===== src/rtl/proc_pkg.sv =====
// Shared types and constants for the instruction fetch path.
package proc_pkg;

  localparam int          INST_W       = 32;
  localparam logic [31:0] RESET_PC_DEF = 32'h0000_0000;

  // Fetch FSM: the state value doubles as the byte index within the word.
  // state | meaning
  // B0    | fetch byte 0 if the queue has room, else idle
  // B1    | fetch byte 1
  // B2    | fetch byte 2
  // B3    | fetch byte 3 and push the assembled word
  typedef enum logic [1:0] {
    B0 = 2'd0,
    B1 = 2'd1,
    B2 = 2'd2,
    B3 = 2'd3
  } fetch_state_t;

  typedef struct packed {
    logic [INST_W-1:0] pc;
    logic [INST_W-1:0] word;
  } fq_entry_t;

endpackage


===== src/rtl/fetch_queue.sv =====
// Small circular FIFO of fetched words with their PCs; head reads 0 when empty.
module fetch_queue
  import proc_pkg::*;
#(
  parameter int QDEPTH = 2,
  parameter int CNT_W  = $clog2(QDEPTH + 1)
) (
  input  logic                clk,
  input  logic                rst,
  input  logic                push,
  input  logic [INST_W-1:0]   push_data,
  input  logic [INST_W-1:0]   push_pc,
  input  logic                pop,
  input  logic                flush,
  output logic [CNT_W-1:0]    count,
  output fq_entry_t           head
);

  localparam int PTR_W = (QDEPTH > 1) ? $clog2(QDEPTH) : 1;

  fq_entry_t        r_mem [QDEPTH];
  logic [PTR_W-1:0] r_rd_ptr;
  logic [PTR_W-1:0] r_wr_ptr;
  logic [CNT_W-1:0] r_count;

  logic             w_do_pop;
  logic [PTR_W-1:0] w_rd_ptr_inc;
  logic [PTR_W-1:0] w_wr_ptr_inc;

  assign w_do_pop = pop && (r_count != '0);

  // Pointer increment with wrap at QDEPTH (depth need not be a power of two).
  always_comb begin
    w_rd_ptr_inc = r_rd_ptr + PTR_W'(1);
    w_wr_ptr_inc = r_wr_ptr + PTR_W'(1);
    if (r_rd_ptr == PTR_W'(QDEPTH - 1)) w_rd_ptr_inc = '0;
    if (r_wr_ptr == PTR_W'(QDEPTH - 1)) w_wr_ptr_inc = '0;
  end

  // Pointer and occupancy bookkeeping; flush empties the queue and drops any push.
  always_ff @(posedge clk) begin
    if (rst || flush) begin
      r_rd_ptr <= '0;
      r_wr_ptr <= '0;
      r_count  <= '0;
    end else begin
      if (push)     r_wr_ptr <= w_wr_ptr_inc;
      if (w_do_pop) r_rd_ptr <= w_rd_ptr_inc;
      unique case ({push, w_do_pop})
        2'b10:   r_count <= r_count + CNT_W'(1);
        2'b01:   r_count <= r_count - CNT_W'(1);
        default: r_count <= r_count;
      endcase
    end
  end

  // Entry storage; contents are only visible through head while count is non-zero.
  always_ff @(posedge clk) begin
    if (push && !rst && !flush) begin
      r_mem[r_wr_ptr].pc   <= push_pc;
      r_mem[r_wr_ptr].word <= push_data;
    end
  end

  assign count = r_count;
  assign head  = (r_count != '0) ? r_mem[r_rd_ptr] : '0;

endmodule


===== src/rtl/inst_fetch_unit.sv =====
// Byte-serial instruction fetch: four big-endian byte reads per word, queued for the consumer.
module inst_fetch_unit
  import proc_pkg::*;
#(
  parameter int          QDEPTH   = 2,
  parameter int          IMEM_AW  = 5,
  parameter logic [31:0] RESET_PC = RESET_PC_DEF
) (
  input  logic                clk,
  input  logic                rst,
  output logic                imem_en,
  output logic [IMEM_AW-1:0]  imem_addr,
  input  logic [7:0]          imem_rdata,
  output logic                inst_valid,
  input  logic                inst_ready,
  output logic [INST_W-1:0]   inst,
  output logic [INST_W-1:0]   inst_pc,
  input  logic                redirect,
  input  logic [31:0]         redirect_pc
);

  localparam int CNT_W = $clog2(QDEPTH + 1);

  fetch_state_t     r_state;
  fetch_state_t     w_state_nxt;
  logic [31:0]      r_fetch_pc;
  logic [23:0]      r_asm;

  logic             w_imem_en;
  logic             w_push;
  logic             w_pop;
  logic [CNT_W-1:0] w_count;
  fq_entry_t        w_head;
  logic [31:0]      w_redirect_pc;

  // Masking keeps the alignment explicit and uses every bit of the input.
  assign w_redirect_pc = redirect_pc & 32'hFFFF_FFFC;

  // Next-state and fetch strobes; redirect and then reset override everything.
  always_comb begin
    w_state_nxt = r_state;
    w_imem_en   = 1'b0;
    w_push      = 1'b0;
    unique case (r_state)
      B0: begin
        if (w_count < CNT_W'(QDEPTH)) begin
          w_imem_en   = 1'b1;
          w_state_nxt = B1;
        end
      end
      B1: begin
        w_imem_en   = 1'b1;
        w_state_nxt = B2;
      end
      B2: begin
        w_imem_en   = 1'b1;
        w_state_nxt = B3;
      end
      B3: begin
        w_imem_en   = 1'b1;
        w_push      = 1'b1;
        w_state_nxt = B0;
      end
      default: w_state_nxt = B0;
    endcase
    if (redirect) begin
      w_imem_en   = 1'b0;
      w_push      = 1'b0;
      w_state_nxt = B0;
    end
    if (rst) begin
      w_imem_en   = 1'b0;
      w_push      = 1'b0;
      w_state_nxt = B0;
    end
  end

  // State register.
  always_ff @(posedge clk) begin
    if (rst) r_state <= B0;
    else     r_state <= w_state_nxt;
  end

  // Fetch PC and byte assembly; bytes 0-2 shift in so byte 0 ends up most significant.
  always_ff @(posedge clk) begin
    if (rst) begin
      r_fetch_pc <= RESET_PC;
      r_asm      <= '0;
    end else if (redirect) begin
      r_fetch_pc <= w_redirect_pc;
      r_asm      <= '0;
    end else begin
      if (w_imem_en && (r_state != B3)) r_asm <= {r_asm[15:0], imem_rdata};
      if (w_push)                       r_fetch_pc <= r_fetch_pc + 32'd4;
    end
  end

  assign imem_en   = w_imem_en;
  assign imem_addr = r_fetch_pc[IMEM_AW-1:0] + IMEM_AW'(r_state);

  assign inst_valid = (w_count != '0);
  assign w_pop      = inst_valid && inst_ready;

  fetch_queue #(
    .QDEPTH (QDEPTH),
    .CNT_W  (CNT_W)
  ) u_fetch_queue (
    .clk       (clk),
    .rst       (rst),
    .push      (w_push),
    .push_data ({r_asm, imem_rdata}),
    .push_pc   (r_fetch_pc),
    .pop       (w_pop),
    .flush     (redirect),
    .count     (w_count),
    .head      (w_head)
  );

  assign inst    = w_head.word;
  assign inst_pc = w_head.pc;

endmodule


===== config.mk =====
export PLATFORM = sky130hd
export DESIGN_NAME = inst_fetch_unit
export DESIGN_NICKNAME = d
export VERILOG_FILES = /design/src/rtl/proc_pkg.sv /design/src/rtl/fetch_queue.sv /design/src/rtl/inst_fetch_unit.sv
export SDC_FILE = /design/constraint.sdc
export NUM_CORES = 1
export LEC_CHECK = 0
export CORE_ASPECT_RATIO = 1.2
export CORE_MARGIN = 10
export CORE_UTILIZATION = 30
export DETAILED_ROUTE_END_ITERATION = 10
export HOLD_SLACK_MARGIN = 0.08
export SLEW_MARGIN = 40
export SYNTH_ARGS = -nofsm -noshare
export SYNTH_HDL_FRONTEND = slang
export SYNTH_SLANG_ARGS = --single-unit
export TNS_END_PERCENT = 5

===== constraint.sdc =====
create_clock -name clk -period 4.4 [get_ports clk]
set_input_delay 0.44 -clock clk [delete_from_list [all_inputs] [get_ports clk]]
set_output_delay 0.44 -clock clk [all_outputs]
set_load 0.05 [all_outputs]

; ---- Yosys cells after proc, flatten, opt, wreduce, memory -nomap -nowiden
; Memories as Yosys holds them, arrays and structs flattened. A register that Yosys moved wholly into a read port is not among the register bits.
; Index checks and enable logic that the tools add are counted.
[op_classes]
order_cmp = 1
n_addsub = 6
eq_ne = 7
n_reduce_logical = 14
n_mux = 19
[op_table]
columns = operator, n
row1 = 2-to-1 mux 32 bit, 2
row2 = 2-to-1 mux 64 bit, 1
row3 = adder 32 x 3 -> 32 bit (second input constant), 1
row4 = 2-to-1 mux 1 bit, 12
row5 = case mux 2 bit (4 select lines), 1
row6 = == test 2 bit (second input constant), 3
row7 = nonzero test 2 bit, 3
row8 = adder 5 x 2 -> 5 bit, 1
row9 = logical AND 1 bit, 5
row10 = == test 2 x 1 -> 1 bit (second input constant), 2
row11 = != test 2 bit (second input constant), 2
row12 = case mux 2 bit (2 select lines), 1
row13 = OR reduction 3 bit, 1
row14 = adder 1 bit (second input constant), 2
row15 = adder 2 x 1 -> 2 bit (second input constant), 1
row16 = logical NOT 1 bit, 2
row17 = logical NOT 2 bit, 1
row18 = < comparator 2 bit (second input constant), 1
row19 = 2-to-1 mux 2 bit, 1
row20 = case mux 1 bit (2 select lines), 1
row21 = OR reduction 2 bit, 1
row22 = subtractor 2 x 1 -> 2 bit (second input constant), 1
row23 = logical OR 1 bit, 1
[word_totals]
n_memories = 1
wordCells = 55
reg_bits = 62
input_bits = 44
ramBits = 128
out_inout_bits = 71
[mem_list]
columns = name, depth, word_bits, rd, rd_clocked_by_memory_dff, write_ports, line_no
row1 = u_fetch_queue.r_mem, 2, 64, 1, 1, 1, fetch_queue.sv:21  ; fq_entry_t r_mem [QDEPTH];

; ---- Depth between registers and ports, before layout
; Gate-level depths: netlist (run 1).
[depth]
ltp_word = 8
depth_mapped = 8
ltp_nobuf = 7

; ---- Cells and area by module
; From an unflattened synthesis (run 1), not the netlist that was laid out.
[unflattened]
cells_unflattened = 632
hier_area_um2 = 7836.3
[modules_own_cells]
columns = mod, area_each_um2, seq_area_each_um2, cells_per_inst, n_inst
row1 = fetch_queue, 5026.1, 3943.8, 293, 1
row2 = inst_fetch_unit, 2810.2, 1121.1, 339, 1

; ---- Worst setup path before layout (run 1)
; No wires, ideal clock.
[synth_path]
path_type = register to register
startpoint = register r_state[1]
endpoint = memory u_fetch_queue.r_mem[0][0] (netlist name) (enable)
setup_ns = 0.482
required_ns = 3.918
setup_slack_ns = -0.090
stages_incl_launch_ff = 5
synth_period_minus_slack_ns = 4.490
t_arrival_ns = 4.008
cell_sequence = dfxtp_1 ha_1 buf_1 nand2_1 nor2_1
[synth_between]
elab_chain_len = 8
[synth_lines]
columns = element, line_no
row1 = start: declaration, inst_fetch_unit.sv:24  ; fetch_state_t r_state;
row2 = start signal: assignment, inst_fetch_unit.sv:81  ; else r_state <= w_state_nxt;
row3 = == test 2 bit, inst_fetch_unit.sv:44  ; unique case (r_state)
row4 = 2-to-1 mux 1 bit, inst_fetch_unit.sv:44
row5 = 2-to-1 mux 1 bit, inst_fetch_unit.sv:66  ; if (redirect) begin
row6 = 2-to-1 mux 1 bit, inst_fetch_unit.sv:71  ; if (rst) begin
row7 = logical AND 1 bit (2 in a row), fetch_queue.sv:59  ; if (push && !rst && !flush) begin
row8 = 2-to-1 mux 1 bit, fetch_queue.sv:59
row9 = 2-to-1 mux 1 bit (implied by the code), fetch_queue.sv:61  ; r_mem[r_wr_ptr].word <= push_data;
row10 = end: declaration, fetch_queue.sv:21
; No other way between the ends.

==> results of run 1 <==
==> through the flow <==
stage / util / total power (W) / setup WS, ps / instance area (um^2) / std cells
after floorplan: - / 0.00202 / 936 / 7520 / 617
after global placement: 0.364 / 0.00209 / 1460 / 8980 / 1025
after detailed placement: 0.364 / 0.00209 / 1430 / 8980 / 1025
after CTS: 0.389 / 0.00363 / 1050 / 9590 / 1057
after global routing: 0.389 / 0.00372 / 999 / 9590 / 1057
final: 0.389 / 0.00359 / 1170 / 9590 / 1057
==> cell type report <==
type                            instances  area share
Clock buffer                           17      0.0444
Tap cell                              325      0.0424
Timing Repair Buffer                  122       0.127
Multi-Input combinational cell        380       0.246
Inverter                               13     0.00509
Sequential cell                       185       0.516
Clock inverter                         15      0.0191
==> power breakdown <==
part / internal [W] / total (W) / switching, W
Combinational: 0.0000689 / 0.000146 / 0.0000769
Clock: 0.000814 / 0.00154 / 0.000724
Sequential: 0.00187 / 0.00190 / 0.0000328
Total: 0.00275 / 0.00359 / 0.000834
==> path summary, 6_finish.rpt <==
check	startpoint	endpoint	slack (ps)	cells after the start
max reg2reg	r_state[1]	r_fetch_pc[25]	2030	7
max	flop	inst[25]	1170	4
min	r_asm[17]	u_fetch_queue.r_mem[1][25]	460	0
min reg2reg	r_asm[17]	u_fetch_queue.r_mem[1][25]	460	0
==> cell usage after synthesis (all sizes together), types with 2 or more instances <==
cell type	n	area, um^2
edfxtp	124	3720
nor2	95	357
mux2i	67	671
nand2	62	240
dfxtp	61	1220
a21oi	30	150
nand3	26	130
clkbuf	21	78.8
buf	18	104
xor2	18	158
xnor2	14	123
inv	13	48.8
and3	12	77.6
nand4	12	81.3
a211oi	11	82.6
o21a	8	60.1
ha	6	75.1
nor3	4	31.3
o21ai	3	15.0
and4	2	20.0
or3	2	12.5
==> registers in the layout, indices dropped and copies added (netlist names), named ones only <==
name	cells
r_state	2
u_fetch_queue.count	2
r_asm	24
r_fetch_pc	30
u_fetch_queue.r_wr_ptr	1
u_fetch_queue.r_mem	124
u_fetch_queue.r_rd_ptr	1
==> kinds of logic after synthesis <==
group | count (synthesis)
compound gates | 53
flops | 185
buf+inv | 52
other cells | 1
xor+xnor | 32
simple gates | 220
fa+ha+maj | 6
mux | 67
==> layer usage <==
metal | wire length, um | vias up
li1 | - | 2367
met1 | 7190 | 2301
met2 | 8690 | 109
met3 | 988 | 8
met4 | 111 | 0
met5 | 0 | -
==> reports/qor.yml, run 1 <==
placement:
  portBuffers: 110
  dp_hpwl_um: 11200
  finalWeightedCongestion: 0.760
timing:
  timing.final.crit_share: 0.734
  fin_tns_setup_ps: 0
  max_freq_mhz: 310
  drv_slew: 0
  slew_headroom: 0.485
  whs_ps: 460
  hold_viol: 0
  post-route-min-period_ps: 3230
  setup_viol: 0
  tightest_slew_ps: 771
  clock-skew-final_ps: 11.1
  rsz0062_at_grt: "false"
floorplanning:
  ioPinCount: 115
  initial_utilization: 0.304
  chipWidth_um: 164
  core.rowCount: 63
  die_area_mm2: 0.0318
  coreArea_mm2: 0.0247
  fp.dieH_um: 193
synth:
  synthCells: 616
  synth.distinct_cells: 36
  synth_edf_count: 124
  ys.flop_type: "edfxtp_1"
  syn_avg_cell_area_um2: 12.2
  synth-seq-area-share: 0.658
  synth_async_sr_flop_share: 0
  synth-compound-area-share: 0.0422
  yosys.area_share.simple: 0.131
  synthMuxAreaShare: 0.0893
  synth_xor_area_frac: 0.0373
  yosysWarnings: 0
  mappedNetlistArea_mm2: 0.00751
  synth.ff_latch_count: 185
  synthAdderAreaFrac: 0.0100
  synth_top_family_by_area: "simple AND/OR/NAND/NOR gates"
routing:
  ant_nets: 0
  initialDrtViolationCount: 239
  via_count: 4785
  dr.pass1.iters: 4
  drc: 0
  vias_per_cell: 4.53
  wirelength_um: 17000
  post_drt_wl_per_cell_um: 16.1
layout:
  layout_common_cells: "124 x edfxtp_1, 110 x clkdlybuf4s50_1, 93 x nor2_1"
  multi_input_area_mm2: 0.00236
  nNetsFinal: 769
  layout_commonest_cell: "edfxtp_1"
  drive_gt1_frac: 0.0792
  n_antenna_cell: 0
  seqCellArea_mm2: 0.00495
  area_growth_pct: 27.7
  nFillCells: 2403
clock_network:
  path_clk_slew_ps: 80
  cts_sinks: 185
  cts_made_buffers: 17
  ctsResizeCount: 0
  htreeDepth: 4
  postCtsHoldBufs: 0
  cts_root_buf: "clkbuf_16"
  postCtsSetupRepairBufs: 0
  worst_skew_pair.late_latency_ps: 430
  cts_tree: "yes"
  clk_path_buf_depth: 2
power:
  power_density_mw_per_mm2: 374
  peakVddDrop_mv: 0.256
  power.leakage_nw: 3.19
setup_path:
  critPathLaunchType: "flop"
  critPathArrivalTime_ps: 2790
  crit_path_top_delay_cell: "dfxtp_4"
  path_buf_inv: 2
  required_ps: 3960
  worst-path-max-fanout: 41
  crit_family: "buffers and inverters"
  timing_worst_setup_path_type: "reg2out"
  max_stage_delay_ps: 860
  cp_cell_sequence: "buf_4 -> mux2i_1 -> nor2_1 -> clkdlybuf4s50_1"
  endpoint_kind: "output pin"
grt:
  grtUsageMet3: 0.0357
  top_usage_layer: "met2"
  grt_pass1_wl_um: 26600
  overflow: 0
  grt.met1_usage: 0.120
  grt_max_degree: 63
  antenna_found_initial: 0
  met2_usage: 0.186
  grt_pass1_vias: 4826
  grt_usage: 0.106
outcome:
  status: "complete, no violations"
hold_path:
  hp-class: "reg2reg"
run:
  maxCapViolations: 0
(Power assumes the default switching activity.)
==> run 2, diff against run 1 <==
==> constraint.sdc (replaced) <==
create_clock -name clk -period 3 [get_ports clk]
set_input_delay 0.3 -clock clk [delete_from_list [all_inputs] [get_ports clk]]
set_output_delay 0.3 -clock clk [all_outputs]
set_load 0.05 [all_outputs]
==> reports/qor.yml, run 2 (same netlist as run 1, synthesis figures left out) <==
setup_path:
  timing_worst_setup_path_type: "reg2out"  # unchanged
  r2r-start: "u_fetch_queue.count[1]"  # was r_state[1]
  critPathLaunchType: "flop"  # unchanged
  crit_path_top_delay_cell: "clkdlybuf4s50_1"  # was dfxtp_4
  critPathArrivalTime_ps: 2380  # was 2790 ps
  required_ps: 2700  # was 3960 ps
  endpoint_kind: "output pin"  # unchanged
  worst-path-max-fanout: 32  # was 41
  cp_cell_sequence: "buf_12 -> mux2i_1 -> nor2_1 -> clkdlybuf4s50_1"  # was buf_4 -> mux2i_1 -> nor2_1 -> clkdlybuf4s50_1
  max_stage_delay_ps: 710  # was 860 ps
floorplanning:
  initial_utilization: 0.304  # unchanged
  coreArea_mm2: 0.0247  # unchanged
  ioPinCount: 115  # unchanged
  core.rowCount: 63  # unchanged
  die_area_mm2: 0.0318  # unchanged
  fp.dieH_um: 193  # unchanged
  chipWidth_um: 164  # unchanged
layout:
  seqCellArea_mm2: 0.00495  # unchanged
  layout_common_cells: "124 x edfxtp_1, 109 x clkdlybuf4s50_1, 93 x nor2_1"  # was 124 x edfxtp_1, 110 x clkdlybuf4s50_1, 93 x nor2_1
  multi_input_area_mm2: 0.00236  # unchanged
  area_growth_pct: 29.1  # was 27.7%
  nFillCells: 2349  # was 2403
  top_register: "u_fetch_queue.r_mem"  # unchanged
  drive_gt1_frac: 0.0867  # was 0.0792
  largest_register_ffs: 124  # unchanged
  largestRegisters: "u_fetch_queue.r_mem: 124 flops, r_fetch_pc: 30 flops, r_asm: 24 flops"  # unchanged
  finalNonFillerCells: 1064  # was 1057
  nNetsFinal: 775  # was 769
  layout_commonest_cell: "edfxtp_1"  # unchanged
grt:
  grt_usage: 0.106  # about the same
  grt_pass1_vias: 4857  # was 4826
  overflow: 0  # unchanged
  antenna_found_initial: 1  # was 0
  grt_max_degree: 35  # was 63
  grt_pass1_wl_um: 26500  # was 26600 um
timing:
  rsz0062_at_grt: "false"  # unchanged
  slew_headroom: 0.543  # was 0.485
  clock-skew-final_ps: 14.2  # was 11.1 ps
  fin_tns_setup_ps: 0  # unchanged
  timing.final.crit_share: 0.893
  setup_viol: 0  # unchanged
  hold_viol: 0  # unchanged
  drv_slew: 0  # unchanged
  post-route-min-period_ps: 2680
  max_freq_mhz: 373
  tightest_slew_ps: 680  # was 771 ps
run:
  maxCapViolations: 0  # unchanged
power:
  power.leakage_nw: 3.25  # was 3.19 nW
  power_density_mw_per_mm2: 556  # was 374 mW/mm^2
  peakVddDrop_mv: 0.395  # was 0.256 mV
outcome:
  status: "complete, no violations"  # unchanged
clock_network:
  cts_root_buf: "clkbuf_16"  # unchanged
  cts_made_buffers: 17  # unchanged
  worst_skew_pair.late_latency_ps: 430  # about the same
  cts_sinks: 185  # unchanged
  path_clk_slew_ps: 70  # was 80 ps
  clk_path_buf_depth: 2  # unchanged
  cts_tree: "yes"  # unchanged
  htreeDepth: 4  # unchanged
  postCtsHoldBufs: 0  # unchanged
  postCtsSetupRepairBufs: 0  # unchanged
  ctsResizeCount: 0  # unchanged
routing:
  initialDrtViolationCount: 274  # was 239
  vias_per_cell: 4.52  # was 4.53
  post_drt_wl_per_cell_um: 15.9  # was 16.1 um
  wirelength_um: 17000  # about the same
  dr.pass1.iters: 6  # was 4
  drc: 0  # unchanged
  via_count: 4806  # was 4785
  ant_nets: 0  # unchanged
placement:
  place_inst: 1031  # was 1025
  finalWeightedCongestion: 0.763  # was 0.760
  dp_hpwl_um: 11700  # was 11200 um
  portBuffers: 110  # unchanged
hold_path:
  hold_path.startpoint: "redirect_pc[10]"  # was r_asm[17]
  hp-class: "in2reg"  # was reg2reg
[run 2: changes by cell type in the layout (fill, tap and decap cells not counted)]
cell | previous run | this run
buf_4 | 10 | 16
clkdlybuf4s50_1 | 110 | 109
clkinvlp_4 | 3 | 0
inv_1 | 12 | 13
inv_2 | 1 | 0
clkinv_8 | 4 | 7
bufinv_16 | 1 | 2
buf_12 | 2 | 3
diode_2 | 0 | 1
inv_6 | 2 | 1
[run 2: area by class of cell]
class	count	share of cell area
Inverter	13	0.00503
Sequential cell	185	0.511
Clock inverter	15	0.0238
Clock buffer	17	0.0439
Antenna cell	1	0.000258
Tap cell	325	0.0420
Timing Repair Buffer	128	0.131
Multi-Input combinational cell	380	0.243
[run 2: stage by stage]
step	utilization	setup slack [ps]	power [W]	hold slack [ps]	instance area, um^2
after global routing	0.393	170	0.00558	460	9690
after floorplan	-	-296	0.00296	399	7520
after CTS	0.393	203	0.00544	424	9690
after detailed placement	0.366	594	0.00307	442	9030
after global placement	0.366	516	0.00307	436	9030
final	0.393	321	0.00538	444	9690
[run 2: final timing paths]
kind / slack (ps) / cells past startpoint / end
setup / recovery: 320 / 4 / inst[23]
hold / removal: 440 / 3 / r_fetch_pc[10]
setup reg to reg: 750 / 7 / u_fetch_queue.count[1]
hold reg to reg: 460 / 0 / u_fetch_queue.r_mem[1][25]
[run 2: worst max-delay path: cells and delay by family, from the launching register on]
family / cells / cell delay (ps)
AND/OR/NAND/NOR: 1 / 70
flip-flops: 1 / 490
multiplexers: 1 / 380
buffers and inverters: 2 / 1000
[run 2: per-layer routing]
layer	GRT usage	up-vias	share of wire
met5	0	-	0
li1	-	2379	-
met2	0.186	116	0.51
met1	0.120	2291	0.41
met3	0.0282	20	0.061
met4	0.0383	0	0.015
[run 2: where the power goes]
part	switching, W	total (W)	internal, W	leakage, nW
registers	0.0000475	0.00279	0.00274	1.59
logic	0.000115	0.000220	0.000105	1.35
clock network	0.00108	0.00237	0.00130	0.317
